===== src/rtl/pt2262_tx_scheduler.sv =====
// pt2262_tx_scheduler: round-robin scheduler sharing one PT2262 encoder among NREQ requesters.
// Revision 1.0
`default_nettype none

module pt2262_tx_scheduler #(
    parameter int NREQ    = 4,
    parameter int REPEATS = 4,
    parameter int RST_CYC = 4,
    parameter int TIMEOUT = 200000
) (
    input  logic                clk,
    input  logic                reset,
    input  logic [NREQ-1:0]     req,
    input  logic [8*NREQ-1:0]   req_a,
    input  logic [4*NREQ-1:0]   req_d,
    output logic [NREQ-1:0]     gnt,
    output logic [NREQ-1:0]     ack,
    output logic                err,
    output logic                busy,
    output logic [7:0]          enc_a,
    output logic [3:0]          enc_d,
    output logic                enc_rst,
    input  logic                enc_sync,
    output logic [3:0]          frame_cnt
);

    localparam int PW = (NREQ > 1) ? $clog2(NREQ) : 1;
    localparam int TW = $clog2(TIMEOUT + 1);

    localparam logic [1:0]    S_IDLE = 2'd0;
    localparam logic [1:0]    S_HOLD = 2'd1;
    localparam logic [1:0]    S_SEND = 2'd2;
    localparam logic [1:0]    S_DONE = 2'd3;

    localparam logic [7:0]    HOLD_LAST = 8'(RST_CYC - 1);
    localparam logic [TW-1:0] TO_LAST   = TW'(TIMEOUT - 1);
    localparam logic [3:0]    REP       = 4'(REPEATS);
    localparam logic [PW:0]   NREQ_W    = (PW+1)'(NREQ);
    localparam logic [NREQ-1:0] ONE_HOT0 = {{(NREQ-1){1'b0}}, 1'b1};

    logic [1:0]      state_q, state_d;
    logic [PW-1:0]   ptr_q, ptr_d;
    logic [PW-1:0]   gidx_q, gidx_d;
    logic [NREQ-1:0] gnt_q, gnt_d;
    logic [NREQ-1:0] ack_q, ack_d;
    logic            err_q, err_d;
    logic            busy_q, busy_d;
    logic [7:0]      enc_a_q, enc_a_d;
    logic [3:0]      enc_d_q, enc_d_d;
    logic            enc_rst_q, enc_rst_d;
    logic [3:0]      fcnt_q, fcnt_d;
    logic [7:0]      hold_q, hold_d;
    logic [TW-1:0]   to_q, to_d;
    logic [2:0]      sync_q;

    logic            win_found;
    logic [PW-1:0]   win_idx;
    logic [PW:0]     cand;
    logic [7:0]      win_a;
    logic [3:0]      win_dd;
    logic [PW:0]     nxt_ptr;
    logic            frame_end;

    // Falling edge of the synchronized sync marks the end of a frame.
    assign frame_end = sync_q[2] & ~sync_q[1];

    always_comb begin
        win_found = 1'b0;
        win_idx   = '0;
        cand      = '0;
        for (int i = 0; i < NREQ; i++) begin
            cand = {1'b0, ptr_q} + (PW+1)'(i);
            if (cand >= NREQ_W) begin
                cand = cand - NREQ_W;
            end
            if (!win_found && req[cand[PW-1:0]]) begin
                win_found = 1'b1;
                win_idx   = cand[PW-1:0];
            end
        end
    end

    always_comb begin
        win_a  = '0;
        win_dd = '0;
        for (int i = 0; i < NREQ; i++) begin
            if (win_idx == PW'(i)) begin
                win_a  = req_a[8*i +: 8];
                win_dd = req_d[4*i +: 4];
            end
        end
    end

    always_comb begin
        nxt_ptr = {1'b0, gidx_q} + (PW+1)'(1);
        if (nxt_ptr == NREQ_W) begin
            nxt_ptr = '0;
        end
    end

    always_comb begin
        state_d   = state_q;
        ptr_d     = ptr_q;
        gidx_d    = gidx_q;
        gnt_d     = gnt_q;
        ack_d     = '0;
        err_d     = 1'b0;
        busy_d    = busy_q;
        enc_a_d   = enc_a_q;
        enc_d_d   = enc_d_q;
        enc_rst_d = enc_rst_q;
        fcnt_d    = fcnt_q;
        hold_d    = hold_q;
        to_d      = to_q;

        case (state_q)
            S_IDLE: begin
                enc_rst_d = 1'b1;
                busy_d    = 1'b0;
                gnt_d     = '0;
                if (win_found) begin
                    gnt_d   = ONE_HOT0 << win_idx;
                    gidx_d  = win_idx;
                    enc_a_d = win_a;
                    enc_d_d = win_dd;
                    busy_d  = 1'b1;
                    fcnt_d  = '0;
                    hold_d  = '0;
                    state_d = S_HOLD;
                end
            end
            S_HOLD: begin
                if (hold_q == HOLD_LAST) begin
                    state_d   = S_SEND;
                    enc_rst_d = 1'b0;
                    to_d      = '0;
                end else begin
                    hold_d = hold_q + 8'd1;
                end
            end
            S_SEND: begin
                to_d = to_q + TW'(1);
                if (frame_end) begin
                    fcnt_d = fcnt_q + 4'd1;
                    to_d   = '0;
                end
                // A frame that completes the quota wins over a coincident timeout.
                if (frame_end && (fcnt_q + 4'd1 == REP)) begin
                    state_d   = S_DONE;
                    ack_d     = gnt_q;
                    err_d     = 1'b0;
                    enc_rst_d = 1'b1;
                end else if (to_q == TO_LAST) begin
                    state_d   = S_DONE;
                    ack_d     = gnt_q;
                    err_d     = 1'b1;
                    enc_rst_d = 1'b1;
                end
            end
            default: begin
                ptr_d   = nxt_ptr[PW-1:0];
                gnt_d   = '0;
                busy_d  = 1'b0;
                state_d = S_IDLE;
            end
        endcase
    end

    always_ff @(posedge clk) begin
        if (reset) begin
            state_q   <= S_IDLE;
            ptr_q     <= '0;
            gidx_q    <= '0;
            gnt_q     <= '0;
            ack_q     <= '0;
            err_q     <= 1'b0;
            busy_q    <= 1'b0;
            enc_a_q   <= '0;
            enc_d_q   <= '0;
            enc_rst_q <= 1'b1;
            fcnt_q    <= '0;
            hold_q    <= '0;
            to_q      <= '0;
            sync_q    <= '0;
        end else begin
            state_q   <= state_d;
            ptr_q     <= ptr_d;
            gidx_q    <= gidx_d;
            gnt_q     <= gnt_d;
            ack_q     <= ack_d;
            err_q     <= err_d;
            busy_q    <= busy_d;
            enc_a_q   <= enc_a_d;
            enc_d_q   <= enc_d_d;
            enc_rst_q <= enc_rst_d;
            fcnt_q    <= fcnt_d;
            hold_q    <= hold_d;
            to_q      <= to_d;
            sync_q    <= {sync_q[1:0], enc_sync};
        end
    end

    assign gnt       = gnt_q;
    assign ack       = ack_q;
    assign err       = err_q;
    assign busy      = busy_q;
    assign enc_a     = enc_a_q;
    assign enc_d     = enc_d_q;
    assign enc_rst   = enc_rst_q;
    assign frame_cnt = fcnt_q;

endmodule

`default_nettype wire


===== config.mk =====
export PLATFORM = sky130hd
export DESIGN_NAME = pt2262_tx_scheduler
export DESIGN_NICKNAME = d
export VERILOG_FILES = /design/src/rtl/pt2262_tx_scheduler.sv
export SDC_FILE = /design/constraint.sdc
export NUM_CORES = 1
export LEC_CHECK = 0
export ABC_AREA = 1
export ABC_CLOCK_PERIOD_IN_PS = 1800
export BUFFER_PORTS_ARGS = -buffer_cell sky130_fd_sc_hd__clkbuf_2
export CAP_MARGIN = 10
export CELL_PAD_IN_SITES_DETAIL_PLACEMENT = 2
export CELL_PAD_IN_SITES_GLOBAL_PLACEMENT = 2
export CORE_ASPECT_RATIO = 1.1
export CORE_MARGIN = 5
export CORE_UTILIZATION = 26
export CTS_CLUSTER_DIAMETER = 200
export CTS_CLUSTER_SIZE = 16
export DETAILED_ROUTE_END_ITERATION = 6
export GPL_ROUTABILITY_DRIVEN = 0
export PLACE_DENSITY = 0.8
export SLEW_MARGIN = 25
export SYNTH_ARGS = -nofsm -noshare
export SYNTH_HDL_FRONTEND = slang
export SYNTH_SLANG_ARGS = --single-unit

===== constraint.sdc =====
create_clock -name clk -period 1.8 [get_ports clk]
set_input_delay 0.18 -clock clk [delete_from_list [all_inputs] [get_ports clk]]
set_output_delay 0.18 -clock clk [all_outputs]
set_load 0.02 [all_outputs]

=== Word level (Yosys, flattened, before mapping) ===
Index checks and enable logic that the tools add are counted.

* Add/subtract/negate cells: 11
* Multiply operators: 0
* Divide/modulo/power cells: 0
* Order comparisons: 8
* Equality and inequality tests: 14
* Shifts and indexed selects: 1
* Mux-type cells: 54
* Bitwise gates (word level): 3
* Reductions and logical operators: 23

{| class="wikitable"
|+ Operator list
! cell !! number
|-
| $mux 8 || 6
|-
| $mux 18 || 2
|-
| $mux 4 || 9
|-
| $pmux 18 s2 || 1
|-
| $mux 2 || 13
|-
| $add 18x1->18 const B || 1
|-
| $eq 18x18->1 const B || 1
|-
| $pmux 4 s2 || 2
|-
| $pmux 8 s2 || 1
|-
| $mux 1 || 13
|-
| $lt 2x3->1 const B || 4
|-
| $reduce_and 3->1 || 4
|-
| $ge 3x3->1 const B || 3
|-
| $add 8x1->8 const B || 1
|-
| $bmux 1 s2 || 4
|-
| $eq 8x2->1 const B || 1
|-
| $ne 2x2->1 const B || 4
|-
| $sub 2x1->2 const B || 4
|-
| $add 2x1->3 const B || 2
|-
| $add 2x2->3 const B || 2
|-
| $eq 2x2->1 const B || 3
|-
| $pmux 2 s3 || 1
|-
| $reduce_bool 2->1 || 3
|-
| $reduce_or 3->1 || 2
|-
| 17 further kinds || 27
|}

* Register bits after elaboration: 62
* Latch bits: 0
* RAM bits: 0
* ROM bits: 0
* Input port bits: 55
* Memories: 0

=== Depth between registers and ports, before layout ===
Gate-level depths: netlist of the first run.

* Depth in word-level cells: 19
* Depth in mapped cells: 16
* Depth with buffers taken out: 16

=== Worst setup path after synthesis of the first run ===
OpenSTA, ideal clock, no wires.

* Kind: reg2reg
* From: register fcnt_q[1] (netlist: frame_cnt[1])
* To: register state_q[0]
* Setup time: 113 ps
* Arrival: 1,607 ps
* Required time: 1,687 ps
* Slack: 80 ps
* Cell stages (with the launch flop): 14
* Buffers on the path: 0
* Clock period less this slack: 1,720 ps
* Cells stage by stage: dfxtp_1 > ha_1 > xnor2_1 > nor2_1 > and3_1 > inv_1 > nand2_1 > inv_1 > nand2_1 > nand2_1 > a21oi_1 > nand2_1 > nand2_1 > nor2_1

* Word-level cells in the longest chain between the ends: 5

{| class="wikitable"
|+ RTL lines
! item !! line !! text
|-
| from (decl) || 51 || <nowiki>logic [3:0] fcnt_q, fcnt_d;</nowiki>
|-
| from (signal assigned) || 196 || <nowiki>fcnt_q <= fcnt_d;</nowiki>
|-
| $add 4x1->4 * || 148 || <nowiki>if (frame_end && (fcnt_q + 4'd1 == REP)) begin</nowiki>
|-
| $eq 4x3->1 * || 148 ||
|-
| $logic_and 1x1->1 * || 148 ||
|-
| $ne 3x3->1 (no source line) / $mux 2 (equally long branches) || -- ||
|-
| $reduce_and 3->1 (no source line) / $pmux 2 s3 (equally long branches) || -- ||
|-
| to (signal assigned) || 186 || <nowiki>state_q <= state_d;</nowiki>
|-
| to (decl) || 41 || <nowiki>logic [1:0] state_q, state_d;</nowiki>
|}

Every way passes the cells marked *; elsewhere a longest branch is shown, timed or not.
A chain may end at the register's enable or synchronous reset.

=== Final worst setup path of the first run ===
* From: register ptr_q[0]
* To: register enc_a_q[1] (netlist: enc_a[1])

* Word-level cells in the longest chain between the ends: 19

{| class="wikitable"
|+ RTL lines
! item !! line !! text
|-
| from (decl) || 42 || <nowiki>logic [PW-1:0] ptr_q, ptr_d;</nowiki>
|-
| from (signal assigned) || 187 || <nowiki>ptr_q <= ptr_d;</nowiki>
|-
| parallel branches: the longest is 19 deep, another holds $add 2x1->3 || -- ||
|-
| to (signal assigned) || 193 || <nowiki>enc_a_q <= enc_a_d;</nowiki>
|-
| to (decl) || 48 || <nowiki>logic [7:0] enc_a_q, enc_a_d;</nowiki>
|}

Parallel ways; which one is timed is not known. The select of a mux whose other input is x is not followed.

==> results.py, run 1 <==
metrics = {
    "detailed_routing": {
        "antenna_left": 0,
        "drtIter0Drc": 138,
        "drc": 0,
        "met1_length_um": 7190,
        "via_per_inst": 5.06,
        "vias": 4410,
        "wl_per_cell_um": 20.9,
        "met2_length_um": 9610,
        "wl_um": 18200,
        "met3_length_um": 762,
        "routed.top_layer": "met4",
        "drt_pass1_iterations": 4,
    },
    "setup_path": {
        "crit_buf_inv": 2,
        "required_ps": 2060,
        "reg2reg_depth": 14,
        "arrival_ps": 2460,
        "cp_max_fo": 9,
        "start_kind": "flop",
        "crit_chain": "inv_4 -> nand2_2 -> nand3_2 -> nand2_2 -> nor2_2 -> nor2_2 -> nand2_4 -> nand2_8 -> nor2_4 -> buf_12 -> nand2_2 -> nand4_1 -> nand2_1 -> a21oi_2",
        "slowest_stage": "dfxtp_4",
        "crit_path_end_kind": "flop",
        "cp-startpoint": "ptr_q[0]",
        "path_delay_family": "simple AND/OR/NAND/NOR gates",
        "timing.rr.end": "enc_a[1]",
        "rrSetupSlack_ps": -400,
        "r2r-start": "ptr_q[0]",
        "cp_common_cell": "nand2_2",
        "critPathMaxStageDelay_ps": 370,
        "worst-setup-path-type": "flop to flop",
    },
    "hold_path": {
        "whs_endpoint": "sync_q[0]",
        "hold_depth": 3,
        "min_path_type": "input pin to flop",
        "hold_start": "enc_sync",
    },
    "pwr": {
        "combPwrFrac": 0.564,
        "internal-power_w": 0.00496,
        "p_per_area_nw_per_um2": 1610,
        "ir_drop_mv": 0.834,
        "p_seq_frac": 0.207,
        "power_switching_share": 0.454,
        "p_sw_w": 0.00412,
        "cellLeakagePower_nw": 2.50,
        "pwr-share-clk": 0.229,
    },
    "timing": {
        "fin_ws_ps": -398,
        "hold_violations": 0,
        "tightestPinTransition_ps": 426,
        "fmax_mhz": 455,
        "finalCritPeriodShare": 1.22,
        "clock_skew_ps": 7.57,
        "drv_slew": 0,
        "setup-violations-final": 30,
        "rsz0062_at_grt": "true",
        "min_period_ps": 2200,
        "slew_headroom": 0.716,
    },
    "yosys": {
        "syn-num-nets": 608,
        "synth.distinct_cells": 39,
        "netlist_area_um2": 3640,
        "synth_cells": 544,
        "synth.ff_latch_count": 62,
        "avgSynthCellArea_um2": 6.69,
        "ys_seq_area_frac": 0.341,
        "ys.warnings.count": 0,
    },
    "placement": {
        "dp_hpwl_um": 10800,
        "place_ws_ps": -328,
        "place_area_um2": 4530,
        "portBuffers": 81,
    },
    "run_status": {
        "violations": "setup timing",
        "outcome": "complete, but fails checks",
    },
    "floorplanning": {
        "initial_core_util": 0.264,
        "fp.dieW_um": 123,
        "num_rows": 45,
        "coreArea_um2": 13800,
        "die_area_um2": 16500,
        "io_pins": 82,
        "die_h_um": 134,
    },
    "run": {
        "max_cap_violations": 0,
    },
    "cells_and_area": {
        "drive_gt1_frac": 0.415,
        "diodes": 0,
        "syn2layout_area_growth_pct": 54.9,
        "fin_area_um2": 5640,
        "nets": 743,
    },
    "clock_tree": {
        "cts.sinks": 62,
        "clkTransAtPathRegs_ps": 60,
        "htree_levels": 3,
        "clk_latency_ps": 340,
        "cts_root_buffer": "clkbuf_16",
        "cts-hold-fix-buffers": 0,
        "cts_buffer_depth": 2,
        "cts_tree": "done",
        "cts_made_buffers": 9,
    },
    "grt": {
        "grt_antenna_before_repair": 0,
        "track_usage": 0.200,
        "grt_pass1_vias": 5034,
        "grt_max_degree": 29,
        "grt_overflow_total": 0,
        "grt_pass1_wl_um": 26100,
    },
}
state kept, by name, indices dropped and copies added (netlist names):
register	cells
ack	4
busy	1
enc_a	8
enc_d	4
enc_rst	1
err	1
frame_cnt	4
gidx_q	2
gnt	4
hold_q	8
ptr_q	2
state_q	2
sync_q	3
to_q	18
cell usage in the layout, fill, tap and decap left out, drive strengths merged, types with 2 or more instances in the layout:
cell type and n:
xor2 13, nor3b 2, nor3 14, nand2 161
bufinv 3, nor4 4, a21oi 45, clkbuf 92
clkinv 3, o211a 2, inv 54, xnor2 2
nand3 48, dfxtp 62, buf 60, nor2 47
clkinvlp 2, o21ai 33, nand4 22, ha 9
power groups by stage:
stage	Sequential, W	Combinational [W]	Clock [W]
2_1_floorplan	0.00200	0.00202	0
3_3_place_gp	0.00183	0.00315	0
3_5_place_dp	0.00184	0.00337	0
4_1_cts	0.00183	0.00428	0.00209
5_1_grt	0.00191	0.00544	0.00215
6_report	0.00188	0.00512	0.00208
metal layers:
| metal | vias up | global-route usage |
|---|---|---|
| met1 | 2179 | 0.222 |
| met3 | 41 | 0.0447 |
| met5 | - | 0 |
| met4 | 0 | 0.0716 |
| met2 | 124 | 0.370 |
| li1 | 2066 | - |
metrics by stage:
stage | util | setup TNS, ps | total power [W] | hold slack [ps] | cells
final | 0.409 | -5010 | 0.00909 | 57.6 | 872
after global routing | 0.409 | -8410 | 0.00951 | 80.8 | 872
after CTS | 0.382 | -1970 | 0.00820 | 54.2 | 865
after detailed placement | 0.328 | -5820 | 0.00521 | 415 | 838
after global placement | 0.328 | -1140 | 0.00498 | 393 | 838
after floorplan | - | 0 | 0.00402 | 287 | 544
final cells by class:
cell class                      instances  area, um2
Fill cell                            1559       8150
Tap cell                              188        235
Sequential cell                        62       1260
Multi-Input combinational cell        408       2520
Clock buffer                           10        229
Timing Repair Buffer                  142       1050
Inverter                               56        240
Clock inverter                          6        110
kinds of logic (layout without fill, tap and decap cells):
kind of cell    Yosys count  count (layout)  share of synthesized area
compound gates           83              83                      0.126
xor+xnor                 15              15                     0.0361
fa+ha+maj                 9               9                     0.0309
buf+inv                  74             214                     0.0904
flops                    62              62                      0.341
simple gates            301             301                      0.376
cells in the mapped netlist, drive strengths merged:
| library cell | instances | area, um2 |
|---|---|---|
| ha | 9 | 113 |
| nand2 | 161 | 639 |
| nand4 | 22 | 144 |
| clkbuf | 9 | 37.5 |
| or2 | 1 | 6.26 |
| xnor2 | 2 | 17.5 |
| a211oi | 1 | 7.51 |
| xor2 | 13 | 114 |
| nor2 | 47 | 191 |
| nor3 | 14 | 70.1 |
| o31ai | 1 | 7.51 |
| o21bai | 1 | 7.51 |
| nand3 | 48 | 263 |
| buf | 9 | 78.8 |
| nor3b | 2 | 15.0 |
| nand3b | 1 | 7.51 |
| nor4 | 4 | 25.0 |
| a21oi | 45 | 244 |
| dfxtp | 62 | 1240 |
| o211a | 2 | 20.0 |
| and3 | 1 | 6.26 |
| clkinv | 1 | 3.75 |
| inv | 55 | 209 |
| o21ai | 33 | 173 |
what timing repair did:
action,in CTS,in global routing
resized for setup,68,83
buffers inserted,8,6
pin swaps,30,39
endpoints found under the setup margin,36,52
gates cloned,3,1
hold endpoints to repair,0,0
tightest hold or removal path, delay by kind of cell:
| kind | cells | cell delay [ps] |
|---|---|---|
| buffers and inverters | 2 | 130 |
| AND/OR/NAND/NOR | 1 | 40 |
worst max path at each step:
stage          depth (start not counted)  slack, ps    endpoint
2_1_floorplan                         13         80  state_q[0]
3_3_place_gp                          12       -130    enc_a[2]
3_5_place_dp                          12       -330    enc_a[2]
4_1_cts                               17       -150    enc_a[2]
5_1_grt                               14       -490    enc_a[1]
6_report                              14       -400    enc_a[1]
No activity file was read; power rests on OpenSTA's default activity.
==> run 2, diff against run 1 <==
Settings changed: ABC_AREA 1 to unset, CORE_UTILIZATION 26 to 28, SLEW_MARGIN 25 to unset.
==> run 2 against run 1 <==
  * The run now ends clean
  * Non-clock buffer count decreased by 28
  * Worst hold slack improved by 32 ps
  * Global-route usage is 4.1 points lower
  * Wire length fell by 38%
  * Clock-buffer cell count stayed put
  * Combinational power shrank 67%
  * Synthesized cell count decreased by 32%
  * Core utilization is 1.8 points lower
  * First-iteration DRC count down 33%
  * Critical endpoint is now to_q[9]
==> results.py, run 2 <==
metrics = {
    "run_status": {
        "outcome": "completed",
    },
    "yosys": {
        "synth_ff_type": "dfxtp_1",
        "synth.distinct_cells": 51,
        "synth_cells": 368,
        "netlist_area_um2": 3250,
        "synth_edf_count": 0,
        "synth.ff_latch_count": 62,
        "avgSynthCellArea_um2": 8.82,
        "synth_top_cell_area_share": 0.382,
        "ys.warnings.count": 0,
        "yosys.area.top_type": "dfxtp_1",
        "yosysMostFrequentCell": "dfxtp_1",
        "ys_seq_area_frac": 0.382,
        "syn-num-nets": 432,
        "netlist_top_cells_count": "62 x dfxtp_1, 37 x nor2_1, 29 x a21oi_1, 24 x nand2_1, 20 x nand3_1",
        "async_reset_ff_frac": 0,
        "synthTopCellsByArea": "dfxtp_1 38%, a21oi_1 4.5%, nor2_1 4.3%",
    },
    "timing": {
        "finalSetupTns_ps": 0,
        "rsz0062_at_grt": "true",
        "setup-violations-final": 0,
        "finalCritPeriodShare": 0.985,
        "clock_skew_ps": 6.73,
        "slew_headroom": 0.631,
        "hold_violations": 0,
        "drv_slew": 0,
        "fmax_mhz": 564,
        "fin_ws_ps": 27.7,
        "min_period_ps": 1770,
        "tightestPinTransition_ps": 544,
    },
    "detailed_routing": {
        "via_per_inst": 5.13,
        "drc": 0,
        "wl_um": 11300,
        "antenna_left": 0,
        "drt_pass1_iterations": 4,
        "drtIter0Drc": 93,
        "vias": 3222,
        "wl_per_cell_um": 18.0,
    },
    "setup_path": {
        "timing.rr.end": "to_q[9]",
        "required_ps": 2020,
        "start_kind": "flop",
        "worst-setup-path-type": "flop to flop",
        "crit_path_end_kind": "flop",
        "arrival_ps": 1990,
        "cp_max_fo": 10,
        "rrSetupSlack_ps": 30,
        "cp-startpoint": "hold_q[1]",
        "reg2reg_depth": 7,
        "r2r-start": "hold_q[1]",
    },
    "clock_tree": {
        "htree_levels": 3,
        "cts_made_buffers": 9,
        "cts.sinks": 62,
        "cts_root_buffer": "clkbuf_16",
        "clk_latency_ps": 330,
        "clkTransAtPathRegs_ps": 60,
        "cts_tree": "done",
        "cts_buffer_depth": 2,
    },
    "grt": {
        "grt_max_degree": 21,
        "grt_antenna_before_repair": 0,
        "grt_pass1_vias": 3677,
        "track_usage": 0.160,
        "grt_pass1_wl_um": 17700,
        "grt_overflow_total": 0,
    },
    "cells_and_area": {
        "layoutNonFillerInstCount": 628,
        "drive_gt1_frac": 0.370,
        "top_register": "to_q",
        "diodes": 0,
        "syn2layout_area_growth_pct": 37.7,
        "multi_input_comb_area_um2": 2010,
        "fillerInstances": 1241,
        "layout_common_cells": "81 x clkbuf_2, 56 x dfxtp_1, 36 x nor2_1",
        "largest_register_ffs": 18,
        "layout.area.seq_um2": 1250,
        "final_common_cell": "clkbuf_2",
        "nets": 537,
        "fin_area_um2": 4470,
        "final_core_util": 0.391,
    },
    "pwr": {
        "ir_drop_mv": 0.543,
        "p_per_area_nw_per_um2": 1150,
        "cellLeakagePower_nw": 1.85,
    },
    "placement": {
        "place_ws_ps": -101,
        "dpl.cell_count": 606,
        "place_area_um2": 3990,
        "portBuffers": 81,
        "dp_hpwl_um": 8290,
    },
    "floorplanning": {
        "coreArea_um2": 11400,
        "initial_core_util": 0.284,
        "die_area_um2": 13900,
        "fp.dieW_um": 113,
        "die_h_um": 123,
        "io_pins": 82,
        "num_rows": 41,
    },
    "run": {
        "max_cap_violations": 0,
    },
    "hold_path": {
        "whs_endpoint": "sync_q[0]",
        "hold_depth": 2,
        "min_path_type": "input pin to flop",
        "hold_start": "enc_sync",
    },
}
-- run 2: cell types whose count changed after synthesis, moves of 9 or more --
cell,delta
nor2b_1,+13
a221o_1,+12
xnor2_1,+10
nand4_1,-13
inv_1,-42
and3_1,+9
nand3_1,-25
a21oi_1,-11
nand2_1,-127
-- run 2: cells by family (layout without fill, tap and decap cells) --
logic type,Yosys count,in the layout,share of synthesized area
buffers and inverters,24,134,0.0316
AOI/OAI and AO/OA,74,74,0.148
muxes,21,21,0.0778
DFF,62,62,0.382
adders and majority gates,9,9,0.0347
xor gates and xnor gates,23,23,0.0620
and+or+nand+nor,155,155,0.264
-- run 2: power breakdown --
group          switching [W]  total, W  internal [W]
sequential          0.000150   0.00170       0.00155
combinational       0.000953   0.00168      0.000723
clock               0.000659   0.00177       0.00111
total                0.00176   0.00515       0.00339
-- run 2: worst max path at each step --
stage                       to  slack (ps)
floorplan             to_q[17]          30
finish                 to_q[9]          30
detailed placement    enc_a[0]        -100
global route        state_q[0]         -80
global placement      enc_a[5]          20
CTS                 state_q[0]       -0.09
-- run 2: layer usage --
layer	track usage	wire length (um)	up-vias
met2	0.305	6050	82
met4	0.0579	236	0
li1	-	-	1541
met1	0.160	4380	1579
met3	0.0543	619	20
met5	0	0	-
-- run 2: cell type report --
class	instances	share of cell area
Multi-Input combinational cell	282	0.449
Sequential cell	62	0.280
Clock buffer	10	0.0534
Clock inverter	6	0.0159
Tap cell	150	0.0420
Timing Repair Buffer	114	0.156
Inverter	4	0.00336
-- run 2: critical path, stage by stage (launching register included) --
cell	delay, ps
dfxtp_2	350
ha_4	140
nor4b_4	260
a31oi_2	200
buf_4	220
nor4_2	290
xnor2_1	160
nor2_1	50
-- run 2: repair_timing --
action | 4_1_cts | 5_1_grt
resized for setup | 7 | 27
endpoints found under the hold margin | 0 | 0
buffers inserted | 0 | 4
gates cloned | 0 | 2
setup endpoints to repair | 16 | 38
hold buffers | 0 | 0
pin swaps | 0 | 4
-- run 2: metrics by stage --
step	hold WS, ps	power (W)
2_1_floorplan	308	0.00261
3_3_place_gp	410	0.00319
3_5_place_dp	431	0.00326
4_1_cts	89.0	0.00510
5_1_grt	99.8	0.00543
6_report	89.8	0.00515
